<file path="config.mk">
export PLATFORM = sky130hd
export DESIGN_NAME = round_robin_arbiter
export DESIGN_NICKNAME = d
export VERILOG_FILES = /design/src/rtl/round_robin_arbiter_pkg.sv /design/src/rtl/round_robin_arbiter_priority_pick.sv /design/src/rtl/round_robin_arbiter.sv
export SDC_FILE = /design/constraint.sdc
export NUM_CORES = 1
export LEC_CHECK = 0
export CAP_MARGIN = 40
export CORE_ASPECT_RATIO = 0.5
export CORE_MARGIN = 5
export CORE_UTILIZATION = 50
export CTS_CLUSTER_DIAMETER = 30
export DETAILED_ROUTE_END_ITERATION = 8
export HOLD_SLACK_MARGIN = 0.1
export PLACE_DENSITY = 0.84
export SYNTH_ARGS = -nofsm -noshare
export SYNTH_HDL_FRONTEND = slang
export SYNTH_SLANG_ARGS = --single-unit
</file>
<file path="constraint.sdc">
create_clock -name iClk -period 8.2 [get_ports iClk]
set_clock_uncertainty 0.15 [all_clocks]
set_input_delay 0.82 -clock iClk [delete_from_list [all_inputs] [get_ports iClk]]
set_output_delay 0.82 -clock iClk [all_outputs]
set_load 0.01 [all_outputs]
</file>
<file path="src/rtl/round_robin_arbiter_pkg.sv">
// round_robin_arbiter_pkg: state encodings and pointer-width helper shared by the arbiter files
package round_robin_arbiter_pkg;
  typedef enum logic {ST_IDLE = 1'b0, ST_GRANT = 1'b1} state_t;
  function automatic int ptr_w(input int width);
    return (width > 1) ? $clog2(width) : 1;
  endfunction
endpackage

</file>
<file path="src/rtl/round_robin_arbiter_priority_pick.sv">
// rr_priority_pick: combinational rotating priority search, lowest request at or above ptr, else lowest overall
module rr_priority_pick
  import round_robin_arbiter_pkg::*;
#(
  parameter int WIDTH = 32,
  parameter int PW    = ptr_w(WIDTH)
) (
  input  logic [WIDTH-1:0] i_req,
  input  logic [PW-1:0]    i_ptr,
  output logic [WIDTH-1:0] o_pick,
  output logic [PW-1:0]    o_idx,
  output logic             o_any
);
  logic [2*WIDTH-1:0] w_dbl, w_msk, w_lsb;
  assign w_dbl  = {i_req, i_req};
  assign w_msk  = w_dbl & ({(2*WIDTH){1'b1}} << i_ptr);
  assign w_lsb  = w_msk & (~w_msk + (2*WIDTH)'(1));
  assign o_pick = w_lsb[WIDTH-1:0] | w_lsb[2*WIDTH-1:WIDTH];
  assign o_any  = |i_req;
  // binary index of the one-hot pick, used later to advance the pointer
  always_comb begin
    o_idx = '0;
    for (int i = 0; i < WIDTH; i++) o_idx = o_idx | (o_pick[i] ? PW'(i) : '0);
  end
endmodule

</file>
<file path="src/rtl/round_robin_arbiter.sv">
// round_robin_arbiter: fair N-way arbiter with registered one-hot grant and valid/ready hold; ROUND_ROBIN_ARBITER_LOCK_EN adds iLock burst ownership
module round_robin_arbiter
  import round_robin_arbiter_pkg::*;
#(
  parameter int WIDTH = 32
) (
  input  logic             iClk,
  input  logic             iRst,
  input  logic [WIDTH-1:0] iReq,
  input  logic             iReady,
`ifdef ROUND_ROBIN_ARBITER_LOCK_EN
  input  logic             iLock,
`endif
  output logic             oValid,
  output logic [WIDTH-1:0] oGrant
);
  localparam int PW = ptr_w(WIDTH);
  localparam logic [PW-1:0] LAST = PW'(WIDTH - 1);
  state_t           r_state;
  logic [WIDTH-1:0] r_grant, w_pick;
  logic [PW-1:0]    r_idx, r_ptr, w_idx, w_ptr_inc, w_ptr_arb;
  logic             w_any, w_acc, w_arb, w_hold;
  assign w_acc     = (r_state == ST_GRANT) && iReady;
  assign w_arb     = (r_state == ST_IDLE) || w_acc;
  assign w_ptr_inc = (r_idx == LAST) ? '0 : r_idx + PW'(1);
`ifdef ROUND_ROBIN_ARBITER_LOCK_EN
  assign w_hold    = w_acc && iLock && iReq[r_idx];
`else
  assign w_hold    = 1'b0;
`endif
  // the pick must already see the pointer moved past the grant being accepted, so rotation has no bubble
  assign w_ptr_arb = w_acc ? w_ptr_inc : r_ptr;
  rr_priority_pick #(.WIDTH(WIDTH), .PW(PW)) u_pick (
    .i_req  (iReq),
    .i_ptr  (w_ptr_arb),
    .o_pick (w_pick),
    .o_idx  (w_idx),
    .o_any  (w_any)
  );
  // state, grant and pointer change only at arbitration points; a locked accept keeps everything as is
  always_ff @(posedge iClk) begin
    if (iRst) begin
      r_state <= ST_IDLE;
      r_grant <= '0;
      r_idx   <= '0;
      r_ptr   <= '0;
    end else if (w_arb && !w_hold) begin
      r_state <= w_any ? ST_GRANT : ST_IDLE;
      r_grant <= w_pick;
      r_idx   <= w_idx;
      r_ptr   <= w_ptr_arb;
    end
  end
  assign oValid = (r_state == ST_GRANT);
  assign oGrant = r_grant;
endmodule

</file>
* After elaboration in Yosys (flattened, before gate mapping)
Index checks and enable logic that the tools add are counted.
Cells by class: $add $sub $neg 2, eq/ne operators 1, shift operators 1, mux-type cells 34, bitwise operators 35, reductions and logical operators 3
Operator list (count):
- bitwise OR 5 bit | 30
- bitwise AND 64 bit | 2
- 2-to-1 mux 5 bit | 18
- adder 64 x 1 -> 64 bit, second input constant | 1
- NOT 64 bit | 1
- << shifter 64 x 5 -> 64 bit, first input constant | 1
- 2-to-1 mux 4 bit | 8
- bitwise OR 32 bit | 1
- OR reduction 32 bit | 1
- 2-to-1 mux 3 bit | 4
- adder 5 x 1 -> 5 bit, second input constant | 1
- equality test 5 bit, second input constant | 1
- 2-to-1 mux 2 bit | 2
- 2-to-1 mux 1 bit | 2
- logical AND 1 bit | 1
- logical OR 1 bit | 1
- NOT 1 bit | 1
Word-level totals: register bits after elaboration 43, bits of input ports 35, output and inout bits 33, logic and storage cells 80

* Longest topological paths before layout
Gate-level depths: netlist (run 1).
word-level depth 40, depth in mapped cells 15, depth with buffers taken out 13

* Hierarchy
From an unflattened synthesis (run 1), not the netlist that was laid out.
Unflattened totals: cells, all modules 511, area, all modules 3564.7 µm²
Modules (own cells, without submodules):
- rr_priority_pick | instances 1, cells each 314, area an instance 1956.9 µm², sequential area each 0.0 µm²
- round_robin_arbiter | instances 1, cells each 197, area an instance 1607.8 µm², sequential area each 860.8 µm²

* Least setup slack after synthesis (run 1)
Ideal clock, no wire load.
path kind input-to-reg, start in iReady, end reg r_idx[2], setup time 145 ps, arrival 3218 ps, required time 7905 ps, setup slack 4688 ps, stages on the path 13, path buffers 3, cells stage by stage buf_2 -> buf_6 -> a211o_1 -> o311ai_1 -> o21ai_0 -> a31o_2 -> and2_1 -> a21o_1 -> buf_2 -> o211ai_1 -> nand3_1 -> nor3_1 -> a311oi_2
Between the ends: longest elaborated chain between the ends 37, elaborated cells between the ends (all ways) 53, those cells by class add/sub (1); shift (1); mux (17); bitwise (32); reduce/logical (2)
Ends and longest elaborated chain:
- from (decl) | line round_robin_arbiter.sv:10 | input logic iReady,
- logical AND 1 bit * | line round_robin_arbiter.sv:23 | assign w_acc = (r_state == ST_GRANT) && iReady;
- 2-to-1 mux 5 bit | line round_robin_arbiter.sv:32 | assign w_ptr_arb = w_acc ? w_ptr_inc : r_ptr;
- << shifter 64 x 5 -> 64 bit | line round_robin_arbiter_priority_pick.sv:16 | assign w_msk = w_dbl & ({(2*WIDTH){1'b1}} << i_ptr);
- bitwise AND 64 bit | line round_robin_arbiter_priority_pick.sv:16
- NOT 64 bit | line round_robin_arbiter_priority_pick.sv:17 | assign w_lsb = w_msk & (~w_msk + (2*WIDTH)'(1));
- adder 64 x 1 -> 64 bit | line round_robin_arbiter_priority_pick.sv:17
- bitwise AND 64 bit | line round_robin_arbiter_priority_pick.sv:17
- bitwise OR 32 bit | line round_robin_arbiter_priority_pick.sv:18 | assign o_pick = w_lsb[WIDTH-1:0] | w_lsb[2*WIDTH-1:WIDTH];
- 2-to-1 mux 3 bit | line round_robin_arbiter_priority_pick.sv:23 | for (int i = 0; i < WIDTH; i++) o_idx = o_idx | (o_pick[i] ? PW'(i) : '0);
- bitwise OR 5 bit (28 in a row) | line round_robin_arbiter_priority_pick.sv:23
- to (signal assigned) | line round_robin_arbiter.sv:50 | r_idx <= w_idx;
- to (decl) | line round_robin_arbiter.sv:21 | logic [PW-1:0] r_idx, r_ptr, w_idx, w_ptr_inc, w_ptr_arb;
Mark *: on every way between the ends. The rest lies on a longest branch, timed or not. A chain may end at the register's enable or synchronous reset.

* Worst setup path after layout (run 1)
start in iReady, end reg r_idx[3]
Between the ends: longest elaborated chain between the ends 33, elaborated cells between the ends (all ways) 49, those cells by class add/sub (1); shift (1); mux (17); bitwise (28); reduce/logical (2)
Ends and longest elaborated chain (line):
- logical AND 1 bit * | round_robin_arbiter.sv:23
- 2-to-1 mux 5 bit | round_robin_arbiter.sv:32
- << shifter 64 x 5 -> 64 bit | round_robin_arbiter_priority_pick.sv:16
- bitwise AND 64 bit | round_robin_arbiter_priority_pick.sv:16
- NOT 64 bit | round_robin_arbiter_priority_pick.sv:17
- adder 64 x 1 -> 64 bit | round_robin_arbiter_priority_pick.sv:17
- bitwise AND 64 bit | round_robin_arbiter_priority_pick.sv:17
- bitwise OR 32 bit | round_robin_arbiter_priority_pick.sv:18
- 2-to-1 mux 4 bit | round_robin_arbiter_priority_pick.sv:23
- bitwise OR 5 bit (24 in a row) | round_robin_arbiter_priority_pick.sv:23
Marks and branches as above.

==> results of run 1 <==
flip-flops by register name, indices dropped and copies added, names as in the netlist:
| register | cells |
|---|---|
| oValid | 1 |
| r_idx | 5 |
| r_ptr | 5 |
| oGrant | 32 |
stage by stage:
| stage | setup WS (ns) | hold WS, ns | total power, mW | util | cell area (um2) |
|---|---|---|---|---|---|
| after global routing | 2.78 | 0.317 | 0.620 | 0.623 | 4480 |
| after global placement | 2.55 | 0.288 | 0.396 | 0.600 | 4310 |
| after detailed placement | 2.90 | 0.295 | 0.397 | 0.604 | 4340 |
| final | 2.97 | 0.297 | 0.601 | 0.623 | 4480 |
| after floorplan | 4.69 | 0.326 | 0.329 | - | 3630 |
| after CTS | 3.19 | 0.302 | 0.593 | 0.623 | 4480 |
power by group:
group / internal [mW] / switching, mW / leakage [nW] / total, mW
combinational: 0.0632 / 0.111 / 1.19 / 0.174
clock: 0.113 / 0.0870 / 0.0669 / 0.200
sequential: 0.217 / 0.00988 / 0.350 / 0.227
total: 0.393 / 0.208 / 1.61 / 0.601
cell families after synthesis:
family / Yosys count
flops: 43
mux: 2
simple gates: 265
buf+inv: 44
compound gates: 157
xor+xnor: 2
fa+ha+maj: 2
worst max-delay path, stage by stage:
cell and delay (ns):
clkdlybuf4s50_1 0.87, nand3b_1 0.22, o21ai_1 0.74, a211oi_1 0.29, a211oi_1 0.56, nand3_1 0.31
nor2_1 0.37, a41oi_1 0.20, nor4_2 0.45, nor3_1 0.21, a311oi_2 0.25
routing by layer:
metal / track usage / part of all wire
met1: 0.478 / 0.42
met2: 0.414 / 0.38
met3: 0.121 / 0.17
met4: 0.0878 / 0.031
met5: 0.0471 / 0.0034
cells in the final DEF, fill, tap and decap left out, drive strengths merged, types with 4 or more instances in the layout:
| master | count |
|---|---|
| a21oi | 42 |
| nor4 | 8 |
| nand3 | 20 |
| and2 | 10 |
| nor3 | 22 |
| nand2 | 61 |
| dfxtp | 43 |
| o221ai | 7 |
| o211ai | 9 |
| or4 | 6 |
| clkdlybuf4s50 | 67 |
| buf | 4 |
| or3 | 7 |
| nor4b | 6 |
| clkbuf | 6 |
| nand2b | 5 |
| a21bo | 4 |
| inv | 16 |
| and3 | 5 |
| o21ai | 24 |
| nor2 | 82 |
| a211oi | 11 |
| a31oi | 11 |
| nand4 | 12 |
| o2111ai | 4 |
| a311oi | 4 |
area by class of cell:
cell class	count	area [um2]
repair buffers	72	718
multi-input cells	428	2580
fillers	702	2710
inverters	16	60.1
well taps	96	120
flip-flops and latches	43	861
clock buffers	6	129
clock inverters	2	12.5
final timing paths:
check,endpoint,slack [ns],cells past startpoint
max,r_idx[3],2.97,11
max reg2reg,r_idx[3],3.27,13
min reg2reg,oGrant[4],0.30,2
min,oGrant[4],0.30,2
==> metrics.md, run 1 <==
| Metric | Value |
|---|---|
| Synth Area in Simple Gates | 0.374 |
| Syn Std Cell Area | 3630 um2 |
| Crit share post-route | 0.638 |
| Vias per cell | 6.96 |
| Post-CTS Resized | 0 |
| Final setup fails | 0 |
| Yosys top cell area share | 0.237 |
| Outcome | finished, final reports clean |
| Initial antenna violation count | 0 |
| Ports | just under 70 |
| Share of cells above drive strength 1 | 0.0670 |
| Largest net degree at the start of global routing | between 40 and 50 |
| Worst R2R Start | r_idx[0] |
| CTS Hold Bufs | 0 |
| Relative slew margins | 0.368 |
| Htree depth | 2 |
| Clk slew on worst S/H paths | 0.06 ns |
| Fmax | 191 MHz |
| Antenna-violating nets left | 0 |
| First-pass GRT wire length | 22.9 mm |
| FP Rows | 22 |
| Sequential-to-total area share from yosys stat | 0.237 |
| Die width | 131 um |
| Compound-gate portion of the synthesized area | 0.314 |
| Worst hold path startpoint | oGrant[4] |
| Peak VDD IR | 93.8 uV |
| Clk_lat worst skew | 0.30 ns |
| DR iter-0 viols | 696 |
| Post-Syn Area per Cell | between 7 and 8 um2 |
| WL per Instance | 22.8 um |
| PortBufs | between 60 and 70 |
| Placeable Area | between 7000 and 8000 um2 |
| Unrepaired setup endpoints after global routing | no |
| Setup TNS | 0 ns |
| Worst Path Required | 8.26 ns |
| Async SR Flop Fraction | 0 |
| Vias | 4613 |
| Final std cells w/o fill | 663 |
| Routed WL | 15.1 mm |
| Clock Sink Count | 43 |
| Area growth syn-to-layout | 23.2% |
| Count of different cell masters after synthesis | between 80 and 90 |
| Number of global-route vias before repair | 4037 |
| CP Max Fanout | 18 |
| Main combinational cell family by area after synthesis | simple AND/OR/NAND/NOR gates |
| Synth top cells by count | 81 x nor2_1, 61 x nand2_1, 43 x dfxtp_1, 41 x a21oi_1, 20 x nor3_1 |
| Synth top area cells | dfxtp_1 24%, nor2_1 8.4%, nand2_1 6.3%, a21oi_1 5.6%, nor3_1 2.8% |
| HPWL Detailed | 11.7 mm |
| Final nets | about 600 |
| EDFF count, synth | 0 |
| Placer congestion estimate | roughly 1.1 |
| Post-Syn Instances | 515 |
| # DRC | 0 |
| Clock root cell | clkbuf_16 |
| Post-synthesis adder-cell area fraction | 0.00688 |
| Worst Max-Slew Pin Slew | about 0.95 ns |
| Top_reg_cell synth | dfxtp_1 |
| Synth Warn # | 0 |
| Min cycle time layout | 5.23 ns |
| Flops & latches, synth | 43 |
| Worst Setup SP | iReady |
| Leakage | 1.61 nW |
| Chip height | about 70 um |
| Slew Viols, Final | 0 |
| Count leader, synth | nor2_1 |
| TritonRoute pass-1 iters | 6 |
| Deepest clock path buffer count | 2 |
| Die area | 9180 um2 |
| Max-Cap Viols | 0 |
| Initial core utilization | 0.506 |
| Mux share of post-synthesis cell area | 0.00895 |
| Diode count | 0 |
| HP Class | reg2reg |
| Number of buffers created by CTS | 5 |
| Hold Fails Final Rpt | 0 |
| Placed Instances | 655 |
| Post-Syn Nets | 552 |
| Area leader, netlist | dfxtp_1 |
| CTS tree | built |
| Setup CP Type | in2reg |
| Overall Global Routing Usage | 0.320 |
| P per Cell Area | roughly 130 nW/um2 |
| Gr ovfl total | 0 |
| Crit. End Element | flip-flop |
| Crit path launch type | primary input |
| Number of setup buffers added after CTS | 0 |
| CP arrival | 5.30 ns |
| Xor/xnor cell area share of the yosys netlist | 0.00482 |
Power figures use the tool's default switching activity.
==> inputs of run 2 (changes only) <==
- clock period: 8.2 -> 5.42 ns (I/O delays scaled with it)
==> run 2 against run 1 <==
  * Flip-flop and latch count unchanged
  * Clock power increased by 54%
  * Cell count increased by 0.75%
  * Non-clock buffer count increased by 5
  * Sequential power increased by 51%
  * Hold slack about the same
  * Combinational power increased by 53%
  * Count of clock-buffer cells in the layout unchanged
  * Largest cell class unchanged
==> metrics.md, run 2 (same netlist as run 1, synthesis figures left out) <==
| Metric | Value |
|---|---|
| Outcome | finished, final reports clean |
| Worst Path Required | 5.48 ns |
| CTS tree | built |
| Unrepaired setup endpoints after global routing | no |
| Worst R2R Start | r_idx[0] |
| Max-Cap Viols | 0 |
| Slowest cell delay on critical path | 0.89 ns |
| Area growth syn-to-layout | 24.0% |
| # DRC | 0 |
| Final nets | 608 |
| Register-to-register path setup slack | 0.70 ns |
| Crit. End Element | flip-flop |
| Worst Setup EP | r_idx[3] |
| Overall Global Routing Usage | 0.328 |
| Diode count | 0 |
| Clock Sink Count | 43 |
| Number of buffers created by CTS | 5 |
| RR Endpoint | r_idx[3] |
| Gr ovfl total | 0 |
| Clk slew on worst S/H paths | 0.06 ns |
| Relative slew margins | 0.504 |
| Worst Max-Slew Pin Slew | between 0.7 and 0.8 ns |
| Fillers | 656 |
| Fmax | 210 MHz |
| Placeable Area | slightly above 7000 um2 |
| Setup TNS | 0 ns |
| Pwr Total | 0.917 mW |
| Initial antenna violation count | 0 |
| Metal2 WL | 5.90 mm |
| Htree depth | 2 |
| Min cycle time layout | 4.77 ns |
| Worst hold path startpoint | oGrant[14] |
| FP Rows | 22 |
| Share of cells above drive strength 1 | 0.0752 |
| Die width | 131 um |
| Top cell by count, worst path | nand2_1 |
| Crit-path slowest cell | clkdlybuf4s50_1 |
| Vias | around 4.6k |
| Max reg flops | 32 |
| CP cell instances | clkdlybuf4s50_1 > nand4bb_1 > a22oi_2 > nand2_1 > o21ai_1 > nand2_1 > nor2_1 > a41oi_1 > nor4_2 > nor3_1 > a311oi_2 |
| Die area | 9180 um2 |
| Leakage | 1.63 nW |
| Most frequent cells in the layout | 81 x nor2_1, 67 x clkdlybuf4s50_1, 61 x nand2_1 |
| Crit share post-route | 0.879 |
| Vias per cell | between 6 and 7 |
| Post-CTS Resized | 0 |
| Slew Viols, Final | 0 |
| Clk_lat worst skew | 0.30 ns |
| Pre-CTS setup slack | 0.639 ns |
| Hold Fails Final Rpt | 0 |
| Number of global-route vias before repair | slightly below 4k |
| Antenna-violating nets left | 0 |
| Initial core utilization | 0.506 |
| Largest net degree at the start of global routing | 44 |
| DR iter-0 viols | 742 |
| TritonRoute pass-1 iters | 8 |
| CTS Hold Bufs | 0 |
| DR top layer | met5 |
| P per Cell Area | 204 nW/um2 |
| Ports | just under 70 |
| Number of setup buffers added after CTS | 0 |
| WL per Instance | 22.9 um |
| First-pass GRT wire length | 23.0 mm |
| Top delay family on crit path | simple AND/OR/NAND/NOR gates |
| Worst Setup SP | iReady |
| Deepest clock path buffer count | 2 |
| Worst-case reg-to-reg path depth | 13 |
| Post-Route M1 WL | 6.60 mm |
| Placer congestion estimate | 1.05 |
| HPWL Detailed | 11.9 mm |
| CP Max Fanout | 18 |
| Peak VDD IR | 126 uV |
| CP bufs+invs | 1 |
| Chip height | 70.3 um |
| Commonest non-fill, non-tap cell in the layout | nor2_1 |
| Clock root cell | clkbuf_16 |
| Critical path depth | 11 |
| Final setup fails | 0 |
| Setup CP Type | in2reg |
| HP Class | reg2reg |
| Worst Slack Setup Final | 0.654 ns |
| Metal3 WL | about 2.5 mm |
| Routed WL | 15.3 mm |
| Crit path launch type | primary input |
| WHS | 0.298 ns |
| CP arrival | between 4 and 5 ns |
| PortBufs | 67 |
[run 2: routing by layer]
| metal | global-route usage | vias up |
|---|---|---|
| met5 | 0 | - |
| met4 | 0.0593 | 2 |
| met3 | 0.116 | 47 |
| met2 | 0.430 | 401 |
| met1 | 0.506 | 2099 |
| li1 | - | 2066 |
[run 2: final cells by class]
class / instances / area (um2) / area share
timing repair buffer: 77 / 746 / 0.166
inverter: 16 / 60.1 / 0.0133
clock inverter: 2 / 12.5 / 0.00278
tap: 96 / 120 / 0.0267
multi-input combinational: 428 / 2580 / 0.572
sequential: 43 / 861 / 0.191
clock buffer: 6 / 129 / 0.0286
[run 2: power by group]
part / internal, mW / switching (mW) / leakage (nW)
sequential: 0.329 / 0.0146 / 0.350
clock: 0.170 / 0.138 / 0.0669
combinational: 0.0974 / 0.168 / 1.21
[run 2: through the flow]
stage	cell area [um2]	std cells	util
2_1_floorplan	3630	515	-
4_1_cts	4510	668	0.627
6_report	4510	668	0.627
5_1_grt	4510	668	0.627
3_5_place_dp	4360	660	0.607
3_3_place_gp	4360	660	0.607
[run 2: worst min-delay path by stage]
| stage | to | slack (ns) | cells after the start |
|---|---|---|---|
| 6_report | oGrant[14] | 0.30 | 2 |
| 5_1_grt | oGrant[17] | 0.32 | 2 |
| 4_1_cts | oGrant[14] | 0.30 | 2 |
| 3_3_place_gp | oGrant[2] | 0.29 | 2 |
| 2_1_floorplan | oGrant[17] | 0.33 | 2 |
| 3_5_place_dp | oGrant[14] | 0.29 | 2 |
[run 2: worst min-delay path, cell delays in order, from the launching register on]
cell and delay, ns:
dfxtp_1 0.30, nand2_1 0.05, a21oi_1 0.05
==> inputs of run 3 (changes only) <==
- CTS_BUF_LIST: unset -> sky130_fd_sc_hd__clkbuf_4 sky130_fd_sc_hd__clkbuf_8
==> run 3 against run 2 <==
  * Sequential power barely moved
  * Critical path depth rose by 2
  * Non-clock buffer count did not move
  * Utilization is 0.73 points lower
  * Register-to-register slack worse by 0.04 ns
  * Combinational power about the same
  * Power is 9.1% lower
  * Global-route usage down 0.17 points
  * Wire length is 0.80% lower
==> metrics.md, run 3 (same netlist as run 1, synthesis figures left out) <==
| Metric | Value |
|---|---|
| Pre-CTS setup slack | 0.639 ns |
| Number of buffers created by CTS | 5 |
| TritonRoute pass-1 iters | 6 |
| Max reg flops | 32 |
| Chip height | 70.3 um |
| Leakage | 1.61 nW |
| CP arrival | 4.84 ns |
| Worst Max-Slew Pin Slew | roughly 0.79 ns |
| Relative slew margins | 0.471 |
| Ports | 68 |
| Largest net degree at the start of global routing | 44 |
| DR iter-0 viols | about 760 |
| Min cycle time layout | 4.76 ns |
| Unrepaired setup endpoints after global routing | no |
| Die width | 131 um |
| Crit. End Element | flip-flop |
| CP Max Fanout | 9 |
| Crit share post-route | 0.878 |
| Fin util | 0.620 |
| Antenna-violating nets left | 0 |
| Final setup fails | 0 |
| Setup CP Type | reg2reg |
| Final nets | 608 |
| HPWL Detailed | between 10 and 15 mm |
| Post-CTS Resized | 0 |
| Clk pwr share | 0.270 |
| CTS Hold Bufs | 0 |
| Switch Pwr | 0.313 mW |
| CTS tree | built |
| Placer congestion estimate | 1.05 |
| Slew Viols, Final | 0 |
| WL per Instance | 22.7 um |
| Initial antenna violation count | 0 |
| # DRC | 0 |
| Final std cells w/o fill | roughly 670 |
| Placeable Area | 7180 um2 |
| Vias | 4602 |
| Peak VDD IR | between 100 and 150 uV |
| Sw frac | 0.375 |
| Placed inst area | between 4000 and 5000 um2 |
| Seq pwr share | 0.412 |
| Crit path launch type | flip-flop |
| Commonest non-fill, non-tap cell in the layout | nor2_1 |
| Clock Sink Count | 43 |
| Number of global-route vias before repair | 3889 |
| WHS | 0.300 ns |
| Internal power | approximately 0.52 mW |
| Initial core utilization | 0.506 |
| Diode count | 0 |
| Clk_lat worst skew | about 0.33 ns |
| Placed Instances | between 600 and 700 |
| Fmax | 210 MHz |
| Hold Fails Final Rpt | 0 |
| Area growth syn-to-layout | 22.5% |
| Share of cells above drive strength 1 | 0.0769 |
| First-pass GRT wire length | 22.9 mm |
| P per Cell Area | 187 nW/um2 |
| Most frequent cells in the layout | 81 x nor2_1, 67 x clkdlybuf4s50_1, 61 x nand2_1 |
| Number of setup buffers added after CTS | 0 |
| PortBufs | 67 |
| Clock root cell | clkbuf_8 |
| Deepest clock path buffer count | 2 |
| Worst Path Required | between 5 and 6 ns |
| FP Rows | 22 |
| HP Class | reg2reg |
| Die area | 9180 um2 |
| Clk slew on worst S/H paths | about 0.10 ns |
| Overall Global Routing Usage | 0.326 |
| Vias per cell | between 6 and 7 |
| Htree depth | 2 |
| Gr ovfl total | 0 |
| Routed WL | about 15 mm |
| Worst Slack Setup Final | 0.663 ns |
| Max-Cap Viols | 0 |
| Setup TNS | 0 ns |
| Combinational share of power | 0.319 |
| Pwr Total | 0.834 mW |
| Cell area after layout | 4450 um2 |
| Outcome | finished, final reports clean |
[run 3: worst max-delay path, cell delays in order (launching register included)]
cell	delay [ns]
dfxtp_1	0.38
ha_1	0.27
and3_1	0.19
ha_1	0.26
nand4bb_1	0.43
a22oi_2	0.46
nand2_1	0.20
o21ai_1	0.36
nand2_1	0.35
nor2_1	0.43
a41oi_1	0.22
nor4_2	0.50
nor3_1	0.21
a311oi_2	0.26
[run 3: area by class of cell]
class                      count  area, um2
inverter                      16       60.1
timing repair buffer          77        746
clock inverter                 2       12.5
fill                         660       2730
multi-input combinational    428       2580
clock buffer                   6       76.3
tap                           96        120
sequential                    43        861
[run 3: power groups by stage]
stage,Clock [mW],Sequential (mW),Combinational [mW]
after floorplan,0,0.346,0.152
after global placement,0,0.349,0.255
after detailed placement,0,0.350,0.253
after CTS,0.221,0.342,0.255
after global routing,0.236,0.345,0.281
final,0.225,0.343,0.266
[run 3: layer usage]
layer	vias to the layer above	global-route usage	share of wire
met1	2088	0.503	0.43
met5	-	0	0
met3	44	0.114	0.17
met4	0	0.0547	0.020
met2	401	0.430	0.39
li1	2069	-	-
[run 3: final timing paths]
check / from / to / slack, ns / depth (start not counted)
worst min register to register: oGrant[14] / oGrant[14] / 0.30 / 2
worst min-delay path: oGrant[14] / oGrant[14] / 0.30 / 2
worst max register to register: r_idx[0] / r_idx[3] / 0.66 / 13
worst max-delay path: r_idx[0] / r_idx[3] / 0.66 / 13
==> variant (settings of run 3) <==
Build with the macro `ROUND_ROBIN_ARBITER_LOCK_EN` defined.
--- a/src/rtl/round_robin_arbiter.sv
+++ b/src/rtl/round_robin_arbiter.sv
@@ -1,3 +1,5 @@
 // round_robin_arbiter: fair N-way arbiter with registered one-hot grant and valid/ready hold; ROUND_ROBIN_ARBITER_LOCK_EN adds iLock burst ownership
+`define ROUND_ROBIN_ARBITER_LOCK_EN
+
 module round_robin_arbiter
   import round_robin_arbiter_pkg::*;
Ports: changed (added iLock); port bits go from 68 to 69. No check against the original RTL was run, so the function may have changed too.
==> variant against run 3 <==
  * Area after synthesis increased by 12%
  * Routed wire length rose by 4.9%
  * Total power is 39% higher
  * Final area up 10%
  * Sequential cell count unchanged
  * Clock power rose by 22%
  * Setup slack improved by 330 ps
  * Critical endpoint unchanged
  * Highest routed layer unchanged
==> variant: results (changes against run 3) <==
The post-synthesis adder-cell area fraction came out at 0.00616 (-0.000723). The maximum level of the CTS H-tree is 2 (unchanged). The count of nets after finishing came out at 581 (-4.4%).

The count of distinct cell types in the synthesized netlist is 100 (+23%). After synthesis, the largest family of logic cells by area is simple AND/OR/NAND/NOR gates. The deepest clock path buffer count was 2 (unchanged). The met2 wirelength from detailed routing is 6040 µm (+2.9%). In this run the critical register-to-register path is launched from r_idx[1].

The peak supply drop was 0.119 mV (-6.3%). The flow ran to the end, and the final reports show no timing, DRC or antenna violations. The ratio of cells with drive above 1 in the final layout is 0.147 (+0.0701). The relative slew slack came to 0.522 (+0.0503). Ranked by total cell area, the synthesized netlist is headed by dfxtp_1 21%, nor2_1 6.5%, mux4_2 5.5%. The endpoint of the worst register-to-register path is r_idx[2]. The net count of the mapped netlist was 525 (-4.9%).

The cell at the slowest stage of the critical path is clkdlybuf4s50_1. The per-cell via count in the routed design is 6.82 (-1.0%). The start point of the critical path is iReady. The maximum number of pins on one net before global-route repair came out at 44 (unchanged).

The average routed wire per standard cell is 24.2 µm (+6.8%). The post-detailed-placement cell area is 0.00478 mm² (+9.6%). The multiplexer area fraction after synthesis is 0.111 (+0.102). The worst-path maximum fanout came out at 16 (+7). For the worst-skew pair, the clock arrives at the later sink with an insertion delay of 320 ps. The routability congestion estimate from global placement came to 1.09 (+3.7%). The met3 routed wirelength was 2490 µm (-1.0%). The parity-gate share of the synthesized area counting xor and xnor cells was 0.00832 (+0.00350).

The endpoint of the worst hold path is oGrant[5]. The switching part of the total came to 0.414 (+0.0396). The number of antenna violations at the first check in global routing is 0 (unchanged).

The number of gates resized after CTS came to 0 (unchanged). The flop-to-flop setup slack is 1010 ps (+350 ps). The first-iteration detailed-routing DRC count is 821 (+8.2%). The global-route wire length before repair is 24200 µm (+5.5%). The post-CTS setup buffer count came to 0 (unchanged). The number of filler instances in the final layout is 716 (+8.5%). The total of buffers placed on input and output ports is 68 (+1.5%).

The share of the synthesized area in compound gates (AO/OA/AOI/OAI) came out at 0.288 (-0.0259). The leakage power total came to 1.84 nW (+14%). The signal arrival time at the worst endpoint came out at 4510 ps (-330 ps). The length in cells of the worst reg-to-reg path is 14 (+1).

The estimated wirelength of the detail-placed design is 12400 µm (+4.7%). After synthesis, the most frequently instantiated cells are 70 x nor2_1, 43 x dfxtp_1, 31 x nand2_1. The overall routing resource usage was 0.314 (-0.0116). The via count of the first global-routing pass is 4088 (+5.1%). Signal routing reaches up to met4. The register area share after synthesis came out at 0.212 (-0.0249).

The source of the worst hold timing path is oGrant[5]. The sum of routed wire segments on met1 is 7130 µm (+10%). The worst stage delay on the critical path came out at 740 ps (+240 ps).
==> variant: metrics by stage <==
step           hold WS [ps]  std cells  setup slack, ps   util
2_1_floorplan           335        487             1900      -
3_3_place_gp            324        648              842  0.602
3_5_place_dp            335        648              765  0.602
4_1_cts                 352        656             1110  0.617
5_1_grt                 388        656              732  0.617
6_report                342        656              997  0.617
==> variant: final cells by class <==
| type | count | area (µm²) | area share |
|---|---|---|---|
| Sequential cell | 43 | 861 | 0.176 |
| Clock buffer | 5 | 68.8 | 0.0141 |
| Inverter | 24 | 90.1 | 0.0184 |
| Clock inverter | 3 | 46.3 | 0.00945 |
| Multi-Input combinational cell | 389 | 2920 | 0.596 |
| Timing Repair Buffer | 80 | 771 | 0.157 |
| Tap cell | 112 | 140 | 0.0286 |
==> variant: tightest hold or removal path: cells and delay by family (launching register included) <==
family / cells / cell delay (ps)
flip-flops: 1 / 320
AND/OR/NAND/NOR: 2 / 130
==> variant: power groups by stage <==
| stage | registers, mW | clock network [mW] | logic (mW) |
|---|---|---|---|
| 5_1_grt | 0.373 | 0.292 | 0.544 |
| 2_1_floorplan | 0.370 | 0 | 0.338 |
| 3_3_place_gp | 0.375 | 0 | 0.499 |
| 6_report | 0.370 | 0.275 | 0.515 |
| 3_5_place_dp | 0.375 | 0 | 0.495 |
| 4_1_cts | 0.368 | 0.277 | 0.496 |
==> variant: cell families (layout without fill, tap and decap cells) <==
kind of cell | Yosys count | after routing
flops | 43 | 43
xor+xnor | 3 | 3
simple gates | 216 | 216
buf+inv | 55 | 112
mux | 32 | 32
compound gates | 136 | 136
fa+ha+maj | 2 | 2
==> variant: worst max-delay path by stage <==
stage,end,slack (ps),cells after the start
2_1_floorplan,r_idx[4],1900,15
3_3_place_gp,r_idx[1],840,13
4_1_cts,r_idx[1],1110,13
6_report,r_idx[3],1000,12
3_5_place_dp,r_idx[1],770,13
5_1_grt,r_idx[0],730,11
==> variant: metal layers <==
layer | track usage | up-vias
li1 | - | 2007
met1 | 0.472 | 2089
met2 | 0.425 | 341
met3 | 0.123 | 37
met4 | 0.0431 | 0
met5 | 0 | -
